## src/rtl/alu_seq_handshake.sv

```systemverilog
// WIDTH-bit sequential ALU with valid/ready handshakes on input and output.
// Single-cycle ops finish in one clock; MUL/DIV iterate one bit per clock.
module alu_seq_handshake #(
   parameter int WIDTH = 8,
   localparam int CNT_W = $clog2(WIDTH + 1)
) (
   input  logic                 clk,
   input  logic                 rst_n,
   input  logic                 in_valid,
   output logic                 in_ready,
   input  logic [2:0]           Opcode,
   input  logic [WIDTH-1:0]     Operand1,
   input  logic [WIDTH-1:0]     Operand2,
   output logic                 out_valid,
   input  logic                 out_ready,
   output logic [2*WIDTH-1:0]   Result,
   output logic                 flagC,
   output logic                 flagZ
);

   typedef enum logic [1:0] {
      ST_IDLE,
      ST_ITER,
      ST_DONE
   } state_t;

   localparam logic [2:0] OP_ADD = 3'b000;
   localparam logic [2:0] OP_SUB = 3'b001;
   localparam logic [2:0] OP_MUL = 3'b010;
   localparam logic [2:0] OP_DIV = 3'b011;
   localparam logic [2:0] OP_AND = 3'b100;
   localparam logic [2:0] OP_OR  = 3'b101;
   localparam logic [2:0] OP_XOR = 3'b110;
   localparam logic [2:0] OP_NOT = 3'b111;

   state_t               state_q, state_d;
   logic [2:0]           op_q, op_d;
   logic [WIDTH-1:0]     opb_q, opb_d;
   logic [2*WIDTH-1:0]   acc_q, acc_d;
   logic [CNT_W-1:0]     cnt_q, cnt_d;
   logic [2*WIDTH-1:0]   result_q, result_d;
   logic                 flag_c_q, flag_c_d;
   logic                 flag_z_q, flag_z_d;

   logic [2*WIDTH-1:0]   alu_res;
   logic                 alu_c;
   logic [WIDTH:0]       add_sum;
   logic [WIDTH:0]       mul_sum;
   logic [2*WIDTH-1:0]   mul_next;
   logic [WIDTH:0]       div_shift;
   logic [WIDTH:0]       div_diff;
   logic                 div_ge;
   logic [2*WIDTH-1:0]   div_next;
   logic [2*WIDTH-1:0]   step_res;
   logic                 step_c;

   // Single-cycle operations, evaluated directly on the incoming operands.
   always_comb begin
      alu_res = '0;
      alu_c   = 1'b0;
      add_sum = {1'b0, Operand1} + {1'b0, Operand2};
      case (Opcode)
         OP_ADD: begin
            alu_res = {{(WIDTH-1){1'b0}}, add_sum};
            alu_c   = add_sum[WIDTH];
         end
         OP_SUB: begin
            alu_res = {{WIDTH{1'b0}}, Operand1 - Operand2};
            alu_c   = (Operand1 < Operand2);
         end
         OP_AND:  alu_res = {{WIDTH{1'b0}}, Operand1 & Operand2};
         OP_OR:   alu_res = {{WIDTH{1'b0}}, Operand1 | Operand2};
         OP_XOR:  alu_res = {{WIDTH{1'b0}}, Operand1 ^ Operand2};
         OP_NOT:  alu_res = {{WIDTH{1'b0}}, ~Operand1};
         default: alu_res = '0;
      endcase
   end

   // acc holds {high, low}. MUL: {partial product, multiplier}, shifted right.
   // DIV: {remainder, quotient/dividend}, shifted left; restoring subtract.
   always_comb begin
      mul_sum   = {1'b0, acc_q[2*WIDTH-1:WIDTH]} + (acc_q[0] ? {1'b0, opb_q} : '0);
      mul_next  = {mul_sum, acc_q[WIDTH-1:1]};
      div_shift = {acc_q[2*WIDTH-1:WIDTH], acc_q[WIDTH-1]};
      div_diff  = div_shift - {1'b0, opb_q};
      div_ge    = (div_shift >= {1'b0, opb_q});
      if (div_ge) begin
         div_next = {div_diff[WIDTH-1:0], acc_q[WIDTH-2:0], 1'b1};
      end else begin
         div_next = {div_shift[WIDTH-1:0], acc_q[WIDTH-2:0], 1'b0};
      end
      if (op_q == OP_MUL) begin
         step_res = mul_next;
         step_c   = |mul_next[2*WIDTH-1:WIDTH];
      end else begin
         step_res = div_next;
         step_c   = (opb_q == '0);
      end
   end

   always_comb begin
      state_d  = state_q;
      op_d     = op_q;
      opb_d    = opb_q;
      acc_d    = acc_q;
      cnt_d    = cnt_q;
      result_d = result_q;
      flag_c_d = flag_c_q;
      flag_z_d = flag_z_q;
      case (state_q)
         ST_IDLE: begin
            if (in_valid) begin
               op_d = Opcode;
               if (Opcode == OP_MUL || Opcode == OP_DIV) begin
                  acc_d   = {{WIDTH{1'b0}}, Operand1};
                  opb_d   = Operand2;
                  cnt_d   = '0;
                  state_d = ST_ITER;
               end else begin
                  result_d = alu_res;
                  flag_c_d = alu_c;
                  flag_z_d = (alu_res == '0);
                  state_d  = ST_DONE;
               end
            end
         end
         ST_ITER: begin
            acc_d = step_res;
            cnt_d = cnt_q + CNT_W'(1);
            if (cnt_q == CNT_W'(WIDTH - 1)) begin
               result_d = step_res;
               flag_c_d = step_c;
               flag_z_d = (step_res == '0);
               state_d  = ST_DONE;
            end
         end
         ST_DONE: begin
            if (out_ready) begin
               state_d = ST_IDLE;
            end
         end
         default: state_d = ST_IDLE;
      endcase
   end

   always_ff @(posedge clk) begin
      if (!rst_n) begin
         state_q  <= ST_IDLE;
         op_q     <= '0;
         opb_q    <= '0;
         acc_q    <= '0;
         cnt_q    <= '0;
         result_q <= '0;
         flag_c_q <= 1'b0;
         flag_z_q <= 1'b0;
      end else begin
         state_q  <= state_d;
         op_q     <= op_d;
         opb_q    <= opb_d;
         acc_q    <= acc_d;
         cnt_q    <= cnt_d;
         result_q <= result_d;
         flag_c_q <= flag_c_d;
         flag_z_q <= flag_z_d;
      end
   end

   // in_ready must drop immediately while reset is held, not one edge later.
   assign in_ready  = (state_q == ST_IDLE) && rst_n;
   assign out_valid = (state_q == ST_DONE);
   assign Result    = result_q;
   assign flagC     = flag_c_q;
   assign flagZ     = flag_z_q;

endmodule

```

## config.mk

```make
export PLATFORM = sky130hd
export DESIGN_NAME = alu_seq_handshake
export DESIGN_NICKNAME = d
export VERILOG_FILES = /design/src/rtl/alu_seq_handshake.sv
export SDC_FILE = /design/constraint.sdc
export NUM_CORES = 1
export LEC_CHECK = 0
export CAP_MARGIN = 20
export CORE_ASPECT_RATIO = 1.25
export CORE_UTILIZATION = 40
export DETAILED_ROUTE_END_ITERATION = 7
export DONT_BUFFER_PORTS = 1
export HOLD_SLACK_MARGIN = 0.02
export PLACE_DENSITY_LB_ADDON = 0.08
export RECOVER_POWER = 100
export SYNTH_ARGS = -nofsm -noshare
export SYNTH_HDL_FRONTEND = slang
export SYNTH_SLANG_ARGS = --single-unit
```

## constraint.sdc

```tcl
create_clock -name clk -period 3.1 [get_ports clk]
set_clock_uncertainty 0.2 [all_clocks]
set_input_delay 0.465 -clock clk [delete_from_list [all_inputs] [get_ports clk]]
set_output_delay 0.465 -clock clk [all_outputs]
set_load 0.02 [all_outputs]
```

### Word-level counts from Yosys, hierarchy flattened

Cells that the tools add are included.

| word-level totals | value |
|---|---|
| register bits | 51 |
| output and inout port bits | 20 |
| word-level logic and storage cells | 78 |

| cells by class | value |
|---|---|
| add/sub/neg operators | 5 |
| $lt $le $gt $ge | 2 |
| equal/unequal tests | 16 |
| mux-type cells | 29 |
| bitwise logic cells | 4 |
| reduce and logical (&&, ||, !) cells | 14 |

Operators with widths:

| kind | number |
|---|---|
| 16-bit 2-to-1 mux | 7 |
| 16-bit one-hot mux with 2 select lines | 2 |
| 9-bit one-hot mux with 6 select lines | 1 |
| 16-bit zero test | 2 |
| 8-bit by 8-bit adder with 9-bit output | 2 |
| 8-bit subtractor | 2 |
| 3-bit equality test (second input constant) | 4 |
| 3-bit by 2-bit equality test with 1-bit output (second input constant) | 3 |
| 9-bit by 8-bit greater-or-equal comparator with 1-bit output | 1 |
| 3-bit AND reduction | 3 |
| 8-bit AND | 1 |
| 8-bit zero test | 1 |
| 8-bit < comparator | 1 |
| 2-bit 2-to-1 mux | 4 |
| 4-bit 2-to-1 mux | 2 |
| 8-bit 2-to-1 mux | 1 |
| 2-bit inequality test (second input constant) | 4 |
| 8-bit inverter | 1 |
| 8-bit bitwise OR | 1 |
| 4-bit one-hot mux with 2 select lines | 1 |
| 8-bit OR reduction | 1 |
| 8-bit bitwise XOR | 1 |
| 1-bit 2-to-1 mux | 7 |
| 1-bit one-hot mux with 2 select lines | 3 |
| other kinds (14) | 14 |

### Longest topological paths before layout

| depth | value |
|---|---|
| depth in word-level cells | 6 |
| gate-level depth with buffers | 12 |
| mapped depth without buffers | 12 |

### Worst setup path before layout

No wires, ideal clock.

| timing path | value |
|---|---|
| path type | register to register |
| start point | reg acc_q[0] |
| end point | reg flag_z_q, in the netlist flagZ |
| library setup time | 0.057 ns |
| arrival time | 2.512 ns |
| slack | 0.331 ns |
| stages on the path, launching flop included | 12 |
| period minus slack after synthesis | 2.769 ns |
| cells stage by stage | dfxtp_1 > clkbuf_1 > and2_1 > ha_1 > a211oi_1 > o21bai_1 > a21oi_1 > xor2_1 > o221ai_1 > a2111oi_4 > and4bb_1 > a21o_1 |

| between the ends | value |
|---|---|
| longest elaborated chain between the ends | 6 |
| elaborated cells between the ends (all ways) | 7 |
| classes of those cells | add/sub: 1; mux: 5; reduce/logical: 1 |

RTL lines:

| item | RTL line | RTL |
|---|---|---|
| start: declaration | 39 | `logic [2*WIDTH-1:0] acc_q, acc_d;` |
| start signal: assignment | 151 | `acc_q <= '0;` |
| start signal: assignment | 160 | `acc_q <= acc_d;` |
| 8-bit 2-to-1 mux | 82 | `mul_sum = {1'b0, acc_q[2*WIDTH-1:WIDTH]} + (acc_q[0] ? {1'b0, opb_q} : '0);` |
| 8-bit by 8-bit adder with 9-bit output | 82 |  |
| 16-bit 2-to-1 mux (*) | 92 | `if (op_q == OP_MUL) begin` |
| 16-bit zero test (*) | 133 | `flag_z_d = (step_res == '0);` |
| 1-bit 2-to-1 mux (*) | 130 | `if (cnt_q == CNT_W'(WIDTH - 1)) begin` |
| 1-bit one-hot mux with 2 select lines (*) | 110 | `case (state_q)` |
| end signal: assignment | 164 | `flag_z_q <= flag_z_d;` |
| end: declaration | 43 | `logic flag_z_q, flag_z_d;` |

Mark *: on every way between the ends. The rest lies on a longest branch, timed or not. The select of a mux whose other input is x is not followed.
A chain may end at the register's enable or synchronous reset.

### Worst setup path in the final report

| timing path | value |
|---|---|
| start point | reg opb_q[3] |
| end point | reg flag_z_q, in the netlist flagZ |

| between the ends | value |
|---|---|
| longest elaborated chain between the ends | 6 |
| elaborated cells between the ends (all ways) | 9 |
| classes of those cells | add/sub: 2; order compare: 1; mux: 5; reduce/logical: 1 |

RTL lines:

| item | RTL line | RTL |
|---|---|---|
| start: declaration | 38 | `logic [WIDTH-1:0] opb_q, opb_d;` |
| start signal: assignment | 159 | `opb_q <= opb_d;` |
| 8-bit 2-to-1 mux (tied with other cells) | 82 |  |
| 8-bit by 8-bit adder with 9-bit output / 16-bit 2-to-1 mux (equally long branches) | 82, 87 |  |
| 16-bit 2-to-1 mux (*) | 92 |  |
| 16-bit zero test (*) | 133 |  |
| 1-bit 2-to-1 mux (*) | 130 |  |
| 1-bit one-hot mux with 2 select lines (*) | 110 |  |

Marks and branches as above.

==> results.json <==
{
  "status": "finished clean",
  "drive_above_1_share_pct": 8.93,
  "critPathLaunchType": "flip-flop",
  "critPathKind": "flip-flop to flip-flop",
  "period_share_pct": 96.2,
  "grt_pass1_wl_mm": 20.6,
  "critPathArrivalTime_ns": 2.98,
  "first_global_vias": 3912,
  "synthesis.instances": 555,
  "postPlaceCellArea_mm2": 0.00449,
  "clock-sinks": 51,
  "ctsHtreeMaxLevel": 2,
  "num-nets-final": 616,
  "cts_root_buffer": "clkbuf_16",
  "hold_start": "rst_n",
  "ios": 43,
  "cap_violations": 0,
  "track_usage_pct": 24.3,
  "dieArea_mm2": 0.0112,
  "hold_slack_ns": 0.102,
  "mostFrequentLayoutCell": "nand2_1",
  "irDropWorstVdd_mv": 0.212,
  "final_cell_mix": "nand2_1, dfxtp_1, nor2_1",
  "cts_buffer_depth": 2,
  "setup_viol": 0,
  "vias": 3943,
  "core_area_mm2": 0.0106,
  "io_buffers": 0,
  "ys_seq_area_share_pct": 23.6,
  "syn_area_mm2": 0.00432,
  "via_per_inst": 5.79,
  "layout_min_cycle_time_ns": 2.98,
  "slew_headroom_pct": 42.0,
  "fmax_mhz": 335,
  "synth-edff-count": 0,
  "grt_max_degree": 29,
  "syn_nets": 623,
  "dp_slack_ns": 0.0520,
  "firstDrtPassIters": 4,
  "drt_iter0_markers": 206,
  "wl_per_cell_um": 19.2,
  "yosys_warnings": 0,
  "ant_nets": 0,
  "synthArstFlopShare_pct": 0,
  "cp-end-kind": "flip-flop",
  "antenna_found_initial": 0,
  "path_clk_slew_ns": 0.07,
  "rr_startpoint": "opb_q[3]",
  "setup_slack_ns": 0.118,
  "hpwlAfterDp_mm": 10.5,
  "r2r_end": "flagZ",
  "tightest_slew_ns": 0.870,
  "drt-total-wl_mm": 13.1,
  "cts_tree": "yes",
  "leakagePower_nw": 1.88,
  "cts_made_buffers": 5,
  "ys_types": 71,
  "r2r_cells": 11,
  "hold_viol": 0,
  "worstPathRequired_ns": 3.10,
  "diodes": 0,
  "ys_ff_latch": 51,
  "worst_skew_pair.late_latency_ns": 0.30,
  "dieHeight_um": 118,
  "p_per_area_mw_per_mm2": 407,
  "initial_utilization_pct": 40.9,
  "area_growth_pct": 7.39,
  "rows": 42,
  "p_total_mw": 1.89,
  "synth_ff_type": "dfxtp_1",
  "drv_slew": 0,
  "reg2reg_slack_ns": 0.12,
  "hold_class": "input pin to flip-flop",
  "grt.overflow.total": 0,
  "crit_fanout": 9,
  "die_w_um": 94.9,
  "drc": 0,
  "syn_avg_cell_area_um2": 7.78,
  "final_area_mm2": 0.00464,
  "hold_end": "Result[8]",
  "gp_congestion": 0.889,
  "min_path_cells": 2
}
[cells in the mapped netlist (4+ instances only)]
| master | number | area [um^2] |
|---|---|---|
| nand2_1 | 74 | 278 |
| a21oi_1 | 47 | 235 |
| xnor2_1 | 11 | 96.3 |
| mux4_2 | 6 | 135 |
| nor3_1 | 12 | 60.1 |
| nand2b_1 | 7 | 43.8 |
| o2111ai_1 | 4 | 35.0 |
| dfxtp_1 | 51 | 1020 |
| and2_1 | 10 | 62.6 |
| xor2_1 | 6 | 52.6 |
| mux2i_1 | 10 | 100 |
| o211ai_1 | 4 | 30.0 |
| fa_1 | 4 | 80.1 |
| a22oi_1 | 18 | 135 |
| o22ai_1 | 4 | 25.0 |
| a21o_1 | 9 | 67.6 |
| a31oi_1 | 7 | 43.8 |
| nand3_1 | 4 | 20.0 |
| nor2_1 | 48 | 180 |
| o21bai_1 | 6 | 45.0 |
| o21ai_0 | 21 | 105 |
| buf_2 | 7 | 35.0 |
| ha_1 | 41 | 513 |
| clkbuf_1 | 23 | 86.3 |
| nor4_1 | 5 | 31.3 |
| a211oi_1 | 7 | 52.6 |
| nor2b_1 | 7 | 43.8 |
| inv_1 | 40 | 150 |
[stage by stage]
step	utilization (%)	instances	TNS, ns
floorplan	-	555	0
global route	43.9	681	-0.000326
global placement	42.5	673	0
finish	43.9	681	0
CTS	43.9	681	0
detailed placement	42.5	673	0
[what timing repair did]
action | in CTS | in global routing
gates resized for setup | 0 | 4
hold buffers | 0 | 0
hold endpoints to repair | 0 | 0
setup buffers | 0 | 0
endpoints found under the setup margin | 0 | 3
[critical path: stages (launching register included)]
cell	delay (ns)
dfxtp_1	0.38
inv_1	0.06
ha_1	0.37
a21o_1	0.22
a21oi_4	0.18
nand2_4	0.10
o21ai_0	0.42
nor2_1	0.16
a211oi_1	0.27
clkbuf_1	0.24
nor3_1	0.13
a21o_1	0.17
[cell type report]
type	instances	area, um^2
fillers	1117	5930
multi-input cells	429	3030
flip-flops and latches	51	1020
well taps	132	165
inverters	42	158
clock buffers	5	125
repair buffers	19	116
clock inverters	3	23.8
[metal layers]
layer  part of all wire, %  global-route usage (%)  wire, um
met5                     0                       0         0
met4                   3.6                    10.1       477
met3                   4.3                    3.41       562
met2                    52                    44.0      6760
met1                    40                    27.7      5290
[report_power, final]
part           internal [mW]  total [mW]  switching, mW  leakage, nW
Combinational          0.250       0.596          0.346         1.40
Clock                  0.303       0.572          0.269       0.0664
Sequential             0.681       0.720         0.0393        0.414
[cells by family (layout without fill, tap and decap cells)]
group | count (synthesis) | after routing | share of synthesized area (%)
AOI/OAI and AO/OA | 162 | 162 | 26.5
xor gates and xnor gates | 17 | 17 | 3.45
buffers and inverters | 75 | 69 | 6.72
muxes | 16 | 16 | 5.45
adders and majority gates | 45 | 45 | 13.7
DFF | 51 | 51 | 23.6
and+or+nand+nor | 189 | 189 | 20.5
[state kept, by name, indices dropped and copies added (netlist names)]
register	cells
opb_q	8
flagZ	1
op_q	3
state_q	2
flagC	1
Result	16
acc_q	16
cnt_q	4
[how the worst max path moves through the flow]
stage,start,endpoint,cells after the start
after floorplan,acc_q[0],flagZ,11
after global placement,acc_q[0],flagZ,10
after detailed placement,acc_q[0],flagZ,10
after CTS,acc_q[0],flagZ,10
after global routing,acc_q[0],flagZ,10
final,opb_q[3],flagZ,11
Power figures use the tool's default switching activity.
